File: src/rtl/wt_hybrid_cache_pkg.sv
// Shared types and constants for the hybrid write-through D-cache.
package wt_hybrid_cache_pkg;

  localparam int unsigned MISS_ARB_DEFAULT_PORTS = 3;

  typedef enum logic [1:0] {
    IDLE   = 2'd0,
    REQ    = 2'd1,
    WAIT   = 2'd2,
    MFLUSH = 2'd3
  } miss_arb_state_e;

endpackage

File: src/rtl/wt_hybche_rr_pick.sv
// Combinational round-robin pick: first requester at or after ptr_i, cyclically.
module wt_hybche_rr_pick #(
  parameter int unsigned NUM_PORTS = 3,
  localparam int unsigned IDX_W    = $clog2(NUM_PORTS)
) (
  input  logic [NUM_PORTS-1:0] req_i,
  input  logic [IDX_W-1:0]     ptr_i,
  output logic                 valid_o,
  output logic [IDX_W-1:0]     idx_o
);

  localparam int unsigned POS_W = $clog2(2 * NUM_PORTS);

  logic [NUM_PORTS-1:0]   mask;
  logic [2*NUM_PORTS-1:0] dbl;
  logic [POS_W-1:0]       pos;

  // Lower half holds requests at/after ptr, upper half the full vector, so the
  // lowest set bit of the doubled vector is the cyclic winner.
  always_comb begin
    mask    = '0;
    valid_o = 1'b0;
    pos     = '0;
    for (int i = 0; i < int'(NUM_PORTS); i++) begin
      mask[i] = (i >= int'(ptr_i));
    end
    dbl = {req_i, req_i & mask};
    for (int i = 2 * int'(NUM_PORTS) - 1; i >= 0; i--) begin
      if (dbl[i]) begin
        valid_o = 1'b1;
        pos     = POS_W'(i);
      end
    end
    idx_o = (pos >= POS_W'(NUM_PORTS)) ? IDX_W'(pos - POS_W'(NUM_PORTS)) : IDX_W'(pos);
  end

endmodule

File: src/rtl/wt_hybche_miss_arb.sv
// Round-robin arbiter/sequencer in front of the miss unit, with mode-flush
// serialisation against in-flight misses.
module wt_hybche_miss_arb
  import wt_hybrid_cache_pkg::*;
#(
  parameter int unsigned NUM_PORTS = MISS_ARB_DEFAULT_PORTS,
  parameter int unsigned PLEN      = 56
) (
  input  logic                           clk_i,
  input  logic                           rst_ni,
  input  logic [NUM_PORTS-1:0]           req_i,
  input  logic [NUM_PORTS-1:0]           nc_i,
  input  logic [NUM_PORTS-1:0][PLEN-1:0] addr_i,
  output logic [NUM_PORTS-1:0]           gnt_o,
  output logic [NUM_PORTS-1:0]           done_o,
  input  logic                           mode_change_i,
  output logic                           mode_flush_req_o,
  input  logic                           mode_flush_ack_i,
  output logic                           mode_busy_o,
  output logic                           miss_req_o,
  input  logic                           miss_ack_i,
  output logic                           miss_nc_o,
  output logic [PLEN-1:0]                miss_addr_o,
  input  logic                           miss_busy_i
);

  localparam int unsigned IDX_W = $clog2(NUM_PORTS);

  miss_arb_state_e  state_q, state_d;
  logic [IDX_W-1:0] ptr_q, ptr_d;
  logic [IDX_W-1:0] idx_q, idx_d;
  logic [PLEN-1:0]  addr_q, addr_d;
  logic             nc_q, nc_d;
  logic             pend_q, pend_d;

  logic             pick_valid;
  logic [IDX_W-1:0] pick_idx;

  wt_hybche_rr_pick #(.NUM_PORTS(NUM_PORTS)) u_pick (
    .req_i   (req_i),
    .ptr_i   (ptr_q),
    .valid_o (pick_valid),
    .idx_o   (pick_idx)
  );

  // Next state and outputs; a mode change arriving with the flush ack re-arms pend.
  always_comb begin
    state_d          = state_q;
    ptr_d            = ptr_q;
    idx_d            = idx_q;
    addr_d           = addr_q;
    nc_d             = nc_q;
    pend_d           = pend_q | mode_change_i;
    gnt_o            = '0;
    done_o           = '0;
    miss_req_o       = 1'b0;
    miss_nc_o        = 1'b0;
    miss_addr_o      = '0;
    mode_flush_req_o = 1'b0;
    mode_busy_o      = pend_q | (state_q == MFLUSH);
    unique case (state_q)
      IDLE: begin
        if (pend_q) begin
          state_d = MFLUSH;
        end else if (pick_valid) begin
          idx_d   = pick_idx;
          addr_d  = addr_i[pick_idx];
          nc_d    = nc_i[pick_idx];
          state_d = REQ;
        end
      end
      REQ: begin
        miss_req_o  = 1'b1;
        miss_addr_o = addr_q;
        miss_nc_o   = nc_q;
        if (miss_ack_i) begin
          gnt_o[idx_q] = 1'b1;
          state_d      = WAIT;
        end
      end
      WAIT: begin
        if (!miss_busy_i) begin
          done_o[idx_q] = 1'b1;
          ptr_d         = (idx_q == IDX_W'(NUM_PORTS - 1)) ? '0 : idx_q + 1'b1;
          state_d       = IDLE;
        end
      end
      MFLUSH: begin
        mode_flush_req_o = 1'b1;
        if (mode_flush_ack_i) begin
          if (!mode_change_i) pend_d = 1'b0;
          state_d = IDLE;
        end
      end
      default: state_d = IDLE;
    endcase
  end

  // State registers; reset abandons any in-flight request.
  always_ff @(posedge clk_i or negedge rst_ni) begin
    if (!rst_ni) begin
      state_q <= IDLE;
      ptr_q   <= '0;
      idx_q   <= '0;
      addr_q  <= '0;
      nc_q    <= 1'b0;
      pend_q  <= 1'b0;
    end else begin
      state_q <= state_d;
      ptr_q   <= ptr_d;
      idx_q   <= idx_d;
      addr_q  <= addr_d;
      nc_q    <= nc_d;
      pend_q  <= pend_d;
    end
  end

  // Selected requester must hold its request until granted.
  a_req_held: assert property (@(posedge clk_i) disable iff (!rst_ni)
    (state_q == REQ) |-> req_i[idx_q]);
  a_gnt_onehot: assert property (@(posedge clk_i) disable iff (!rst_ni) $onehot0(gnt_o));
  a_done_onehot: assert property (@(posedge clk_i) disable iff (!rst_ni) $onehot0(done_o));

endmodule
File: config.mk
export PLATFORM = sky130hd
export DESIGN_NAME = wt_hybche_miss_arb
export DESIGN_NICKNAME = d
export VERILOG_FILES = /design/src/rtl/wt_hybrid_cache_pkg.sv /design/src/rtl/wt_hybche_rr_pick.sv /design/src/rtl/wt_hybche_miss_arb.sv
export SDC_FILE = /design/constraint.sdc
export NUM_CORES = 1
export LEC_CHECK = 0
export ABC_CLOCK_PERIOD_IN_PS = 1810
export BUFFER_PORTS_ARGS = -buffer_cell sky130_fd_sc_hd__buf_2
export CORE_ASPECT_RATIO = 1.2
export CORE_MARGIN = 10
export CORE_UTILIZATION = 40
export DETAILED_ROUTE_END_ITERATION = 7
export PLACE_DENSITY = 0.74
export SYNTH_ARGS = -nofsm -noshare
export SYNTH_HDL_FRONTEND = slang
export SYNTH_SLANG_ARGS = --single-unit
File: constraint.sdc
create_clock -name clk_i -period 1.81 [get_ports clk_i]
set_input_delay 0.362 -clock clk_i [delete_from_list [all_inputs] [get_ports clk_i]]
set_output_delay 0.362 -clock clk_i [all_outputs]
set_load 0.01 [all_outputs]
==> flow_metrics.tcl <==
set metrics [dict create \
    grt_start_max_net_pins 65 \
    dpl.hpwl_um 11100 \
    antenna_found_initial 0 \
    max-cap-violations 0 \
    ys_seq_elements 64 \
    dpl_cell_area_um2 5350 \
    grt_pass1_wl_um 21400 \
    p_sw_share_pct 34.6 \
    p_comb_share_pct 47.5 \
    final_layout_size_suffix_gt1_share_pct 54.5 \
    initialDrtViolationCount 154 \
    crit_arrival_ns 1.50 \
    critPathMaxStageDelay_ns 0.43 \
    yosysTopAreaCellShare_pct 40.9 \
    cts_tree "yes" \
    synth_compound_area_share_pct 19.0 \
    wirelength_um 14700 \
    synth_flop_cell "dfrtp_1" \
    power_switching_mw 2.76 \
    yosysMostFrequentCell "dfrtp_1" \
    cts_buffers 9 \
    hp-class "input port to async pin" \
    netlist_instances 401 \
    hold_viol 0 \
    synthSimpleGateAreaFrac_pct 20.2 \
    critPathKind "flop to output pin" \
    grtUsageTotal_pct 18.8 \
    path_buf_inv 3 \
    critPathRequiredTime_ns 1.45 \
    yosysTopAreaCell "dfrtp_1" \
    fin_area_um2 6120 \
    syn_area_um2 3910 \
    ys_seq_area_share_pct 40.9 \
    dr_total_vias 4012 \
    min_period_ns 1.86 \
    crit_family "buffers and inverters" \
    die_h_um 128 \
    post-route-period-util_pct 103 \
    syn_nets 581 \
    start_util_pct 41.1 \
    cts_buffer_depth 2 \
    violations "negative setup slack" \
    synth.area.top_cells "dfrtp_1 41%, mux2i_1 15%, and2_1 9.4%" \
    clk_pin_slew_ns 0.05 \
    antenna_left 0 \
    p_clk_share_pct 21.1 \
    crit_chain "nor2b_4 > buf_12 > clkbuf_16 > and2_1 > buf_2" \
    async_reset_ff_share_pct 100 \
    fmax_ghz 0.538 \
    die_w_um 110 \
    synth_xor_area_share_pct 0 \
    io_buffers 245 \
    layout_setup_ws_ns -0.0481 \
    multi_input_area_um2 2240 \
    fill_cells 806 \
    overflow 0 \
    power_leakage_nw 3.29 \
    regArea_um2 1600 \
    finalWeightedCongestion 0.815 \
    clkSinkCount 64 \
    cts_root_buffer "clkbuf_16" \
    cp_max_fo 12 \
    end_kind "output pin" \
    areaGrowthSynthToFinish_pct 56.4 \
    skew_ns 0.00631 \
    h-tree-depth 3 \
    p_per_area_nw_per_um2 1310 \
    grt_pass1_vias 4428 \
    syn_area_per_cell_um2 9.75 \
    worst_pin_slew_ns 0.359 \
    startpoint_type "flop" \
    synth_mux_area_share_pct 14.8 \
    dr.pass1.iters 4 \
    io_pins 246 \
    cp_slowest_cell "dfrtp_2" \
    clk_latency_ns 0.32 \
    fin_worst_hold_slack_ns 0.0347 \
    rsz0062_at_grt "yes" \
    via_per_inst 5.18 \
    setup_viol 54 \
    ys_top_cells_by_count "64 x dfrtp_1, 59 x and2_1, 58 x mux2i_1" \
    nets 827 \
    drc_errors 0 \
    fp-row-count 39 \
    pwr-share-seq_pct 31.4 \
    synth_edf_count 0 \
    dieArea_um2 14100 \
    p_int_mw 5.22 \
    relSlewSlack_pct 76.0 \
    synth_cell_types 31 \
    ir_drop_v 0.000595 \
    outcome "finished with violations" \
    synthAdderAreaFrac_pct 0 \
    synth_top_family_by_area "simple AND/OR/NAND/NOR gates" \
    ys_warn_count 0 \
    final_max_slew_viol_count 0 \
    fp.coreArea_um2 9520 \
    wl_per_cell_um 18.9 \
]
metal layers:
metal | part of all wire (%) | GRT usage, %
met1 | 36 | 20.3
met2 | 53 | 33.4
met3 | 9.1 | 5.43
met4 | 2.2 | 7.42
met5 | 0 | 0
area by class of cell:
class | instances | area share [%]
Multi-Input combinational cell | 302 | 36.6
Antenna cell | 1 | 0.0409
Tap cell | 123 | 2.52
Clock buffer | 11 | 3.97
Clock inverter | 4 | 0.736
Sequential cell | 64 | 26.2
Timing Repair Buffer | 270 | 30.0
cells in the final DEF (no fill, tap or decap), types with 3 or more instances in the layout:
master     count
mux2i_1       58
o21ai_1       25
a21o_1         4
and2_4        38
buf_2        209
nand2_1       37
and2_1        21
nand2_2        3
nand3_1       32
clkinv_2       3
o21ai_0        3
a22oi_1       25
buf_12        12
buf_6         36
clkbuf_16     11
nor3_2         3
nor2_1         4
o211ai_1      13
buf_4         10
dfrtp_1       62
o211ai_2      20
final timing paths:
kind / start / end / depth (start not counted) / slack [ns]
max in group asynchronous: rst_ni / state_q[1] / 2 / 1.44
hold / removal: rst_ni / addr_q[8] / 2 / 0.03
setup / recovery: state_q[0] / miss_addr_o[54] / 5 / -0.05
setup reg to reg: state_q[1] / addr_q[2] / 6 / 0.04
hold reg to reg: addr_q[22] / addr_q[22] / 2 / 0.48
min in group clk_i: mode_change_i / pend_q / 2 / 0.23
cells by family after synthesis:
family	Yosys count
flops	64
simple gates	149
compound gates	95
mux	58
buf+inv	35
through the flow:
stage / total power, mW / setup WS, ns / instances / setup TNS (ns) / util [%]
after detailed placement: 5.52 / 0.0489 / 754 / 0 / 56.3
after floorplan: 4.32 / 0.0952 / 401 / 0 / -
after CTS: 7.31 / -0.0491 / 769 / -1.35 / 59.8
final: 7.98 / -0.0481 / 775 / -0.893 / 64.3
after global routing: 8.46 / -0.0834 / 774 / -3.35 / 64.2
after global placement: 5.39 / 0.0718 / 754 / 0 / 56.3
power groups by stage:
stage                     Clock (mW)  Combinational (mW)  Sequential (mW)
after floorplan                    0                1.98             2.34
after global placement             0                2.93             2.46
after detailed placement           0                3.05             2.48
after CTS                       1.71                3.12             2.48
after global routing            1.77                4.10             2.59
final                           1.68                3.79             2.51
what timing repair did:
action / CTS / global route
gates resized for setup: 12 / 83
endpoints found under the setup margin: 58 / 66
hold endpoints to repair: 0 / 0
pin swaps: 0 / 5
gates cloned: 0 / 2
hold buffers: 0 / 0
setup buffers: 0 / 3
flip-flops by register name (all words and copies together) (netlist names):
register	count
pend_q	1
ptr_q	2
nc_q	1
state_q	2
addr_q	56
idx_q	2
Power figures use the tool's default switching activity.
